[config.mk]
export PLATFORM = sky130hd
export DESIGN_NAME = posit_to_pif_pipe_flat
export DESIGN_NICKNAME = d
export VERILOG_FILES = /design/src/rtl/posit_to_pif_pipe_if.sv /design/src/rtl/posit_to_pif_pipe.sv /design/src/flat_wrapper.sv
export SDC_FILE = /design/constraint.sdc
export NUM_CORES = 1
export LEC_CHECK = 0
export ABC_AREA = 1
export BUFFER_PORTS_ARGS = -buffer_cell sky130_fd_sc_hd__buf_4
export CORE_ASPECT_RATIO = 1.4
export CORE_MARGIN = 3
export CORE_UTILIZATION = 40
export DETAILED_ROUTE_END_ITERATION = 7
export PLACE_DENSITY = 0.59
export SYNTH_ARGS = -nofsm -noshare
export SYNTH_HDL_FRONTEND = slang
export SYNTH_SLANG_ARGS = --single-unit
[constraint.sdc]
create_clock -name clk -period 2.5 [get_ports clk]
set_input_delay 0.125 -clock clk [delete_from_list [all_inputs] [get_ports clk]]
set_output_delay 0.125 -clock clk [all_outputs]
set_load 0.1 [all_outputs]
[src/rtl/posit_to_pif_pipe_if.sv]
// Operand ingress/egress bundle for posit_to_pif_pipe: posit input stream and PIF output stream.
interface posit_to_pif_pipe_if #(
    parameter int N  = 8,
    parameter int ES = 0
);
    localparam int TE_SIZE   = ES + $clog2(N) + 1;
    localparam int MANT_SIZE = N - ES - 2;
    localparam int PIF_SIZE  = 1 + TE_SIZE + MANT_SIZE;

    logic                in_valid;
    logic                in_ready;
    logic [N-1:0]        in_posit;
    logic                out_valid;
    logic                out_ready;
    logic [PIF_SIZE-1:0] out_pif;
    logic                out_zero;
    logic                out_nar;

    modport master (
        output in_valid, in_posit, out_ready,
        input  in_ready, out_valid, out_pif, out_zero, out_nar
    );

    modport slave (
        input  in_valid, in_posit, out_ready,
        output in_ready, out_valid, out_pif, out_zero, out_nar
    );
endinterface

[src/rtl/posit_to_pif_pipe.sv]
// Two-stage elastic posit -> PIF converter {sign, te, mant} with zero/NaR flags.
// Optional output-transfer statistics counters when POSIT_TO_PIF_STATS_EN is defined.
module posit_to_pif_pipe #(
    parameter int N  = 8,
    parameter int ES = 0
) (
    input  logic                clk,
    input  logic                rst_n,
    posit_to_pif_pipe_if.slave  bus
`ifdef POSIT_TO_PIF_STATS_EN
    ,
    input  logic                stat_clr,
    output logic [31:0]         stat_count,
    output logic [15:0]         stat_zero,
    output logic [15:0]         stat_nar
`endif
);
    localparam int TE_SIZE   = ES + $clog2(N) + 1;
    localparam int MANT_SIZE = N - ES - 2;
    localparam int PIF_SIZE  = 1 + TE_SIZE + MANT_SIZE;
    localparam int RUN_W     = $clog2(N) + 1;

    localparam logic [N-1:0]        NAR_POSIT = {1'b1, {(N-1){1'b0}}};
    localparam logic [PIF_SIZE-1:0] NAR_PIF   = {1'b1, {(PIF_SIZE-1){1'b0}}};
    localparam logic [RUN_W-1:0]    RUN_ONE   = RUN_W'(1);
    localparam logic [TE_SIZE-1:0]  TE_ONE    = TE_SIZE'(1);
    localparam logic [TE_SIZE-1:0]  TE_ZERO   = '0;

    logic                s1_valid_q, s1_valid_d;
    logic                s1_sign_q,  s1_sign_d;
    logic [N-2:0]        s1_body_q,  s1_body_d;
    logic                s1_zero_q,  s1_zero_d;
    logic                s1_nar_q,   s1_nar_d;

    logic                s2_valid_q, s2_valid_d;
    logic [PIF_SIZE-1:0] s2_pif_q,   s2_pif_d;
    logic                s2_zero_q,  s2_zero_d;
    logic                s2_nar_q,   s2_nar_d;

    logic                s1_load;
    logic                s2_load;
    logic [N-1:0]        in_abs;

    logic                rc;
    logic                run_done;
    logic [RUN_W-1:0]    run;
    logic [TE_SIZE-1:0]  run_te;
    logic [TE_SIZE-1:0]  k;
    logic [TE_SIZE-1:0]  e_bits;
    logic [TE_SIZE-1:0]  te;
    logic [N-2:0]        rem;
    logic [N-1:0]        frac_ext;
    logic [N-1:0]        mant_full;
    logic [MANT_SIZE-1:0] mant;
    logic [PIF_SIZE-1:0] pif_dec;

    assign s2_load = !s2_valid_q || bus.out_ready;
    assign s1_load = !s1_valid_q || s2_load;
    assign in_abs  = bus.in_posit[N-1] ? (~bus.in_posit + N'(1)) : bus.in_posit;

    // Regime decode: count the leading run of bits equal to the first body bit.
    always_comb begin
        rc       = s1_body_q[N-2];
        run      = '0;
        run_done = 1'b0;
        for (int i = N - 2; i >= 0; i--) begin
            if (!run_done) begin
                if (s1_body_q[i] == rc) begin
                    run = run + RUN_ONE;
                end else begin
                    run_done = 1'b1;
                end
            end
        end
        run_te    = TE_SIZE'(run);
        k         = rc ? (run_te - TE_ONE) : (TE_ZERO - run_te);
        // Drop regime plus terminating bit; a full-length run has no terminator and shifts everything out.
        rem       = s1_body_q << (run + RUN_ONE);
        e_bits    = TE_SIZE'(rem >> (N - 1 - ES));
        te        = (k << ES) | e_bits;
        frac_ext  = {1'b1, rem << ES};
        mant_full = frac_ext >> (ES + 2);
        mant      = mant_full[MANT_SIZE-1:0];
        if (s1_zero_q) begin
            pif_dec = '0;
        end else if (s1_nar_q) begin
            pif_dec = NAR_PIF;
        end else begin
            pif_dec = {s1_sign_q, te, mant};
        end
    end

    always_comb begin
        s1_valid_d = s1_valid_q;
        s1_sign_d  = s1_sign_q;
        s1_body_d  = s1_body_q;
        s1_zero_d  = s1_zero_q;
        s1_nar_d   = s1_nar_q;
        s2_valid_d = s2_valid_q;
        s2_pif_d   = s2_pif_q;
        s2_zero_d  = s2_zero_q;
        s2_nar_d   = s2_nar_q;
        if (s1_load) begin
            s1_valid_d = bus.in_valid;
            if (bus.in_valid) begin
                s1_sign_d = bus.in_posit[N-1];
                s1_body_d = in_abs[N-2:0];
                s1_zero_d = (bus.in_posit == '0);
                s1_nar_d  = (bus.in_posit == NAR_POSIT);
            end
        end
        if (s2_load) begin
            s2_valid_d = s1_valid_q;
            if (s1_valid_q) begin
                s2_pif_d  = pif_dec;
                s2_zero_d = s1_zero_q;
                s2_nar_d  = s1_nar_q;
            end
        end
    end

    always_ff @(posedge clk or negedge rst_n) begin
        if (!rst_n) begin
            s1_valid_q <= 1'b0;
            s1_sign_q  <= 1'b0;
            s1_body_q  <= '0;
            s1_zero_q  <= 1'b0;
            s1_nar_q   <= 1'b0;
            s2_valid_q <= 1'b0;
            s2_pif_q   <= '0;
            s2_zero_q  <= 1'b0;
            s2_nar_q   <= 1'b0;
        end else begin
            s1_valid_q <= s1_valid_d;
            s1_sign_q  <= s1_sign_d;
            s1_body_q  <= s1_body_d;
            s1_zero_q  <= s1_zero_d;
            s1_nar_q   <= s1_nar_d;
            s2_valid_q <= s2_valid_d;
            s2_pif_q   <= s2_pif_d;
            s2_zero_q  <= s2_zero_d;
            s2_nar_q   <= s2_nar_d;
        end
    end

    assign bus.in_ready  = s1_load;
    assign bus.out_valid = s2_valid_q;
    assign bus.out_pif   = s2_pif_q;
    assign bus.out_zero  = s2_zero_q;
    assign bus.out_nar   = s2_nar_q;

`ifdef POSIT_TO_PIF_STATS_EN
    logic        out_xfer;
    logic [31:0] stat_count_q, stat_count_d;
    logic [15:0] stat_zero_q,  stat_zero_d;
    logic [15:0] stat_nar_q,   stat_nar_d;

    assign out_xfer = s2_valid_q && bus.out_ready;

    always_comb begin
        stat_count_d = stat_count_q;
        stat_zero_d  = stat_zero_q;
        stat_nar_d   = stat_nar_q;
        if (stat_clr) begin
            stat_count_d = '0;
            stat_zero_d  = '0;
            stat_nar_d   = '0;
        end else if (out_xfer) begin
            stat_count_d = stat_count_q + 32'd1;
            if (s2_zero_q) stat_zero_d = stat_zero_q + 16'd1;
            if (s2_nar_q)  stat_nar_d  = stat_nar_q + 16'd1;
        end
    end

    always_ff @(posedge clk or negedge rst_n) begin
        if (!rst_n) begin
            stat_count_q <= '0;
            stat_zero_q  <= '0;
            stat_nar_q   <= '0;
        end else begin
            stat_count_q <= stat_count_d;
            stat_zero_q  <= stat_zero_d;
            stat_nar_q   <= stat_nar_d;
        end
    end

    assign stat_count = stat_count_q;
    assign stat_zero  = stat_zero_q;
    assign stat_nar   = stat_nar_q;
`endif
endmodule

[src/flat_wrapper.sv]
// flat-port wrapper written by rule: the top's interface ports become plain ports
module posit_to_pif_pipe_flat 
#(
    parameter int N  = 8,
    parameter int ES = 0
)
  (clk, rst_n, bus_in_valid, bus_in_posit, bus_out_ready, bus_in_ready, bus_out_valid, bus_out_pif, bus_out_zero, bus_out_nar);
  posit_to_pif_pipe_if #(.N(N), .ES(ES)) bus_i ();
  input  logic clk;
  input  logic rst_n;
  input wire logic [$bits(bus_i.in_valid)-1:0] bus_in_valid;
  input wire logic [$bits(bus_i.in_posit)-1:0] bus_in_posit;
  input wire logic [$bits(bus_i.out_ready)-1:0] bus_out_ready;
  output wire logic [$bits(bus_i.in_ready)-1:0] bus_in_ready;
  output wire logic [$bits(bus_i.out_valid)-1:0] bus_out_valid;
  output wire logic [$bits(bus_i.out_pif)-1:0] bus_out_pif;
  output wire logic [$bits(bus_i.out_zero)-1:0] bus_out_zero;
  output wire logic [$bits(bus_i.out_nar)-1:0] bus_out_nar;
  assign bus_i.in_valid = bus_in_valid;
  assign bus_i.in_posit = bus_in_posit;
  assign bus_i.out_ready = bus_out_ready;
  assign bus_in_ready = bus_i.in_ready;
  assign bus_out_valid = bus_i.out_valid;
  assign bus_out_pif = bus_i.out_pif;
  assign bus_out_zero = bus_i.out_zero;
  assign bus_out_nar = bus_i.out_nar;
  posit_to_pif_pipe #(.N(N), .ES(ES)) u_core (.clk(clk), .rst_n(rst_n), .bus(bus_i));
endmodule
Word level (Yosys, flattened, before mapping) --
Index checks and enable logic that the tools add are counted.
Word-level totals: output and inout port bits 15, bits in registers 25, logic and storage cells 58
Operators by class: equality and inequality tests 7, add/sub/neg operators 9, shifts and indexed selects 1, reductions and logical operators 7, mux-type cells 24, bitwise logic cells 1
Operators with widths (number):
- 4-bit 2-to-1 mux | 11
- 4-bit by 1-bit adder with 4-bit output (second input constant) | 6
- 11-bit 2-to-1 mux | 2
- 1-bit 2-to-1 mux | 9
- 8-bit == test (second input constant) | 1
- 8-bit logical NOT | 1
- 7-bit by 1-bit adder with 7-bit output (second input constant) | 1
- 7-bit 2-to-1 mux | 1
- 7-bit NOT | 1
- 7-bit by 4-bit << shifter with 7-bit output | 1
- 1-bit == test | 6
- 2-bit AND reduction | 2
- 1-bit by 4-bit subtractor with 4-bit output (first input constant) | 1
- 4-bit by 1-bit subtractor with 4-bit output (second input constant) | 1
- 1-bit logical NOT | 2
- 1-bit logical OR | 2
- 2-bit 2-to-1 mux | 1

Logic depth before layout (Yosys ltp) --
depth after elaboration 21, mapped depth 15, gate-level depth less buffers 15

Least setup slack after synthesis --
OpenSTA, ideal clock, no wires.
path type reg2reg, from register u_core.s2_valid_q (netlist: u_core.bus.out_valid), to register u_core.s1_body_q[6], setup slack -0.400 ns, clock period less this slack 2.900 ns, buffers on the path 1, arrival time 2.765 ns, library setup time 0.136 ns, cell stages (with the launch flop) 5, cells stage by stage dfrtp_1 -> nand3_1 -> nand2_1 -> clkbuf_1 -> o21ai_0
Between the ends: longest elaborated chain between the ends 4
RTL lines:
- start: declaration | RTL line posit_to_pif_pipe.sv:35 | logic s2_valid_q, s2_valid_d;
- start signal: assignment | RTL line posit_to_pif_pipe.sv:139 | s2_valid_q <= s2_valid_d;
- 1-bit logical NOT | RTL line posit_to_pif_pipe.sv:57 | assign s2_load = !s2_valid_q || bus.out_ready;
- 1-bit logical OR | RTL line posit_to_pif_pipe.sv:57
- 1-bit logical OR | RTL line posit_to_pif_pipe.sv:58 | assign s1_load = !s1_valid_q || s2_load;
- net bus_in_ready | RTL line flat_wrapper.sv:14 | output wire logic [$bits(bus_i.in_ready)-1:0] bus_in_ready;
- 2-bit AND reduction (no line)
- end signal: assignment | RTL line posit_to_pif_pipe.sv:136 | s1_body_q <= s1_body_d;
- end: declaration | RTL line posit_to_pif_pipe.sv:31 | logic [N-2:0] s1_body_q, s1_body_d;
The timed path passes the listed nets, and every way through them passes these cells. A chain may end at the register's enable or synchronous reset.

Worst setup path after layout --
from register u_core.s1_body_q[6], to register u_core.s2_pif_q[3] (netlist: u_core.bus.out_pif[3])
Between the ends: longest elaborated chain between the ends 21, elaborated cells on any way between the ends 35
RTL lines:
- 1-bit == test | RTL line posit_to_pif_pipe.sv:68 | if (s1_body_q[i] == rc) begin
- 2-bit 2-to-1 mux | RTL line posit_to_pif_pipe.sv:68
- 4-bit by 1-bit adder with 4-bit output | RTL line posit_to_pif_pipe.sv:69 | run = run + RUN_ONE;
- 4-bit 2-to-1 mux | RTL line posit_to_pif_pipe.sv:68
- 4-bit 2-to-1 mux | RTL line posit_to_pif_pipe.sv:67 | if (!run_done) begin
- 4-bit by 1-bit adder with 4-bit output | RTL line posit_to_pif_pipe.sv:69
- 4-bit 2-to-1 mux | RTL line posit_to_pif_pipe.sv:68
- 4-bit 2-to-1 mux | RTL line posit_to_pif_pipe.sv:67
- [5 not listed]
- 4-bit 2-to-1 mux | RTL line posit_to_pif_pipe.sv:67
- 4-bit by 1-bit adder with 4-bit output | RTL line posit_to_pif_pipe.sv:69
- 4-bit 2-to-1 mux | RTL line posit_to_pif_pipe.sv:68
- 4-bit 2-to-1 mux | RTL line posit_to_pif_pipe.sv:67
- 4-bit by 1-bit adder with 4-bit output | RTL line posit_to_pif_pipe.sv:78 | rem = s1_body_q << (run + RUN_ONE);
- 7-bit by 4-bit << shifter with 7-bit output * | RTL line posit_to_pif_pipe.sv:78
- 11-bit 2-to-1 mux * | RTL line posit_to_pif_pipe.sv:86 | end else if (s1_nar_q) begin
- 11-bit 2-to-1 mux * | RTL line posit_to_pif_pipe.sv:84 | if (s1_zero_q) begin
- end signal: assignment | RTL line posit_to_pif_pipe.sv:140 | s2_pif_q <= s2_pif_d;
- end: declaration | RTL line posit_to_pif_pipe.sv:36 | logic [PIF_SIZE-1:0] s2_pif_q, s2_pif_d;
Every way passes the cells marked *; elsewhere a longest branch is shown, timed or not.

==> implementation parameters <==
Parameter                              Value

Timing
  Minimum clock period after layout ... 2.33 ns
  Transition time at the pin with the least slew margin ... 0.406 ns
  Post-route fraction of the period consumed by the critical path ... 0.933
  Worst clock skew ... 0.00443 ns
  Number of hold-slack violations in the final timing report ... 0
  Fmax achieved ... 429 MHz
  Max-slew violations ... 0
  Count of final setup violators ... 0
  Worst slew margin relative to its limit ... 0.729
  Setup repair after global routing missed its margin ... no
  Worst setup margin ... 0.168 ns
  Worst hold margin ... 0.128 ns
  Post-Route Setup TNS ... 0 ns

Synthesis
  Distinct cells, synth ... 31
  Synth warn ... 0
  Register bit total from synthesis ... 25
  Leading register cell type out of synthesis ... sky130_fd_sc_hd__dfrtp_1
  Combined area of all synthesized cells ... 0.00162 mm^2
  Post-synth EDFFs ... 0
  Post-Synthesis Mean Instance Area ... 8.15 um^2
  Sequential cell area fraction in the yosys report ... 0.386
  Synthesized netlist cell count ... 199
  Net count after synthesis ... 214
  Async set-or-reset flop fraction in the synthesized netlist ... 1.00

Detailed routing
  Total Wirelength ... 3260 um
  Antenna Violating Nets Remaining ... 0
  DR vias ... 1,358
  Met2 WL ... 1800 um
  Highest routed metal layer ... met4
  Initial DRC Count ... 20
  Wire length per cell ... 12.0 um
  Met3 WL ... 83 um
  Pre-antenna DRT Iters ... 4
  DRC errors left ... 0
  Routed met1 length ... 1300 um
  Vias per Instance ... 5.01

Finish
  Share of final-layout standard cells stronger than drive strength 1 ... 0.293
  Final core occ ... 0.514
  Growth of design area from synthesis to finish ... 19.7%
  Final antenna diode count ... 0
  Fill cell instance count of the final layout ... 357
  Total Nets Final ... 245
  Final std cells w/o fill ... 271

Flow run
  Max capacitance violation total ... 0

Clocking
  Post-CTS Repair Setup Buffers ... 0
  Clock buffer count from CTS ... 3
  Number of clock sinks ... 25
  Deepest level of the CTS H-tree ... 1
  Source-to-sink clock delay at the later pin of the worst-skew pair ... 0.27 ns
  TritonCTS clock tree ... done
  Deepest clock path buffer count ... 2
  Clock root cell ... sky130_fd_sc_hd__clkbuf_8
  CTS clock-pin slew for the worst setup and hold paths ... 0.09 ns

Die
  Die Ht ... 81.3 um
  I/O Pins ... 27
  Starting density of the core ... 0.430
  Std-Cell Core Area ... 0.00377 mm^2
  Site Rows ... 26
  Chip Width ... 59.8 um
  Die Area ... 0.00486 mm^2

GRT
  Wire length of the first global-routing pass ... 5710 um
  Overall track demand over capacity in global routing ... 0.151
  Global route total overflow ... 0
  Largest net degree at the start of global routing ... 26
  Number of antenna violations at the first check in global routing ... 0
  Vias in the first global route ... 1,372

Power
  Peak supply drop ... 0.000986 V
  Relative contribution of sequential cells to total power ... 0.250
  Switching share of total power ... 0.561
  Clock network power share ... 0.106
  Comb power frac ... 0.644
  Power spent charging and discharging nets ... 0.00131 W
  Total power divided by cell area ... 1200 mW/mm^2
  P_leak ... 1.00 nW
  Cell internal power dissipation ... 0.00102 W

Worst setup path
  Largest driver fanout on the critical path ... 9
  Worst setup EP type ... flip-flop
  Data required time of the worst path ... 2.67 ns
  Critical path class ... flip-flop to flip-flop
  Register-to-register path setup slack ... 0.17 ns
  Data arrival time of the worst path ... 2.50 ns
  Critical Path Source Type ... flip-flop

Place
  Number of input and output port buffers inserted ... 26
  Post-detailed-placement half-perimeter wirelength ... 2710 um
  GP Congestion ... 0.929
  Pre-CTS worst setup slack ... 0.142 ns
  Placed cell count ... 266

Hold path
  Classification of the worst-slack hold path ... primary input to flip-flop

Status
  Result of the run ... completed
## synthesized netlist by cell type, drive strengths merged (2+ instances only)
cell,count,area [um^2]
o22ai,2,12.5
clkbuf,2,7.51
o31ai,2,15.0
buf,2,16.3
a21oi,4,23.8
o21ai,18,97.6
nand3,26,185
nand2,70,332
xnor2,3,33.8
dfrtp,25,626
inv,24,92.6
ha,3,37.5
xor2,7,61.3
nor2,8,61.3
## layout by cell type (no fill, tap or decap), types with 2 or more instances in the layout
master and count:
sky130_fd_sc_hd__a21oi_1 3, sky130_fd_sc_hd__buf_4 29, sky130_fd_sc_hd__clkbuf_8 3, sky130_fd_sc_hd__dfrtp_1 24, sky130_fd_sc_hd__ha_1 3, sky130_fd_sc_hd__inv_1 21
sky130_fd_sc_hd__inv_2 2, sky130_fd_sc_hd__nand2_1 58, sky130_fd_sc_hd__nand2_2 6, sky130_fd_sc_hd__nand2_4 5, sky130_fd_sc_hd__nand3_1 17, sky130_fd_sc_hd__nand3_2 6
sky130_fd_sc_hd__nand3_4 3, sky130_fd_sc_hd__nor2_1 5, sky130_fd_sc_hd__nor2_4 2, sky130_fd_sc_hd__o21ai_0 14, sky130_fd_sc_hd__o21ai_1 2, sky130_fd_sc_hd__o21ai_2 2
sky130_fd_sc_hd__o22ai_1 2, sky130_fd_sc_hd__o31ai_1 2, sky130_fd_sc_hd__xnor2_1 2, sky130_fd_sc_hd__xor2_1 7
## metrics by stage
stage          cell area (um^2)  total power [W]
2_1_floorplan              1630          0.00180
3_3_place_gp               1880          0.00209
3_5_place_dp               1880          0.00210
4_1_cts                    1940          0.00235
5_1_grt                    1940          0.00249
6_report                   1940          0.00233
## sequential cells by signal (all words and copies together), names as in the netlist
name	cells
u_core.bus.out_pif	11
u_core.bus.out_zero	1
u_core.bus.out_valid	1
u_core.s1_zero_q	1
u_core.s1_sign_q	1
u_core.s1_body_q	7
u_core.s1_valid_q	1
u_core.bus.out_nar	1
u_core.s1_nar_q	1
## power by group through the flow
| stage | Clock [W] | Sequential (W) | Combinational (W) |
|---|---|---|---|
| global route | 0.000271 | 0.000600 | 0.00162 |
| finish | 0.000247 | 0.000583 | 0.00150 |
| CTS | 0.000256 | 0.000583 | 0.00151 |
| detailed placement | 0 | 0.000591 | 0.00151 |
| floorplan | 0 | 0.00114 | 0.000662 |
| global placement | 0 | 0.000589 | 0.00150 |
## cell type report
type	instances	area (um^2)	share of cell area
multi-input cells	145	887	0.457
well taps	42	52.6	0.0271
clock inverters	1	7.51	0.00387
flip-flops and latches	25	627	0.323
repair buffers	30	228	0.117
inverters	25	97.6	0.0503
clock buffers	3	41.3	0.0213
## repair_timing
action | 4_1_cts | 5_1_grt
hold endpoints to repair | 25 | 0
hold buffers | 1 | 0
endpoints found under the setup margin | 0 | 1
resized for setup | 0 | 1
## layer usage
metal  vias to the layer above  GRT usage
li1                        700          -
met1                       629      0.161
met2                        22      0.281
met3                         7     0.0191
met4                         0     0.0754
met5                         -          0
## path summary, 6_finish.rpt
kind	start	to	cells past startpoint
max	u_core.s1_body_q[6]$_DFFE_PN0P_	u_core.bus.out_pif[3]$_DFFE_PN0P_	15
min	bus_in_posit[7]	u_core.s1_sign_q$_DFFE_PN0P_	3
max reg2reg	u_core.s1_body_q[6]$_DFFE_PN0P_	u_core.bus.out_pif[3]$_DFFE_PN0P_	15
min reg2reg	u_core.bus.out_pif[1]$_DFFE_PN0P_	u_core.bus.out_pif[1]$_DFFE_PN0P_	2
max in group asynchronous	rst_n	u_core.s1_body_q[6]$_DFFE_PN0P_	2
min in group asynchronous	rst_n	u_core.bus.out_pif[1]$_DFFE_PN0P_	2
## worst max-delay path, cell delays in order (launching register included)
cell	delay [ns]
sky130_fd_sc_hd__dfrtp_2	0.48
sky130_fd_sc_hd__inv_2	0.11
sky130_fd_sc_hd__nand2_1	0.08
sky130_fd_sc_hd__nand2_2	0.11
sky130_fd_sc_hd__nand3_4	0.14
sky130_fd_sc_hd__clkinv_2	0.10
sky130_fd_sc_hd__nand3_4	0.12
sky130_fd_sc_hd__nand2_8	0.17
sky130_fd_sc_hd__inv_4	0.05
sky130_fd_sc_hd__ha_1	0.20
sky130_fd_sc_hd__xnor2_2	0.21
sky130_fd_sc_hd__inv_1	0.11
sky130_fd_sc_hd__nand2_1	0.14
sky130_fd_sc_hd__a21oi_1	0.09
sky130_fd_sc_hd__nand2_1	0.07
sky130_fd_sc_hd__nand2_1	0.04
## logic make-up after synthesis
logic type                 synth area share
AOI/OAI and AO/OA                    0.0972
and+or+nand+nor                       0.360
xor gates and xnor gates             0.0586
DFF                                   0.386
buffers and inverters                0.0748
adders and majority gates            0.0232
Note: power is estimated with default switching activity, not from simulation.
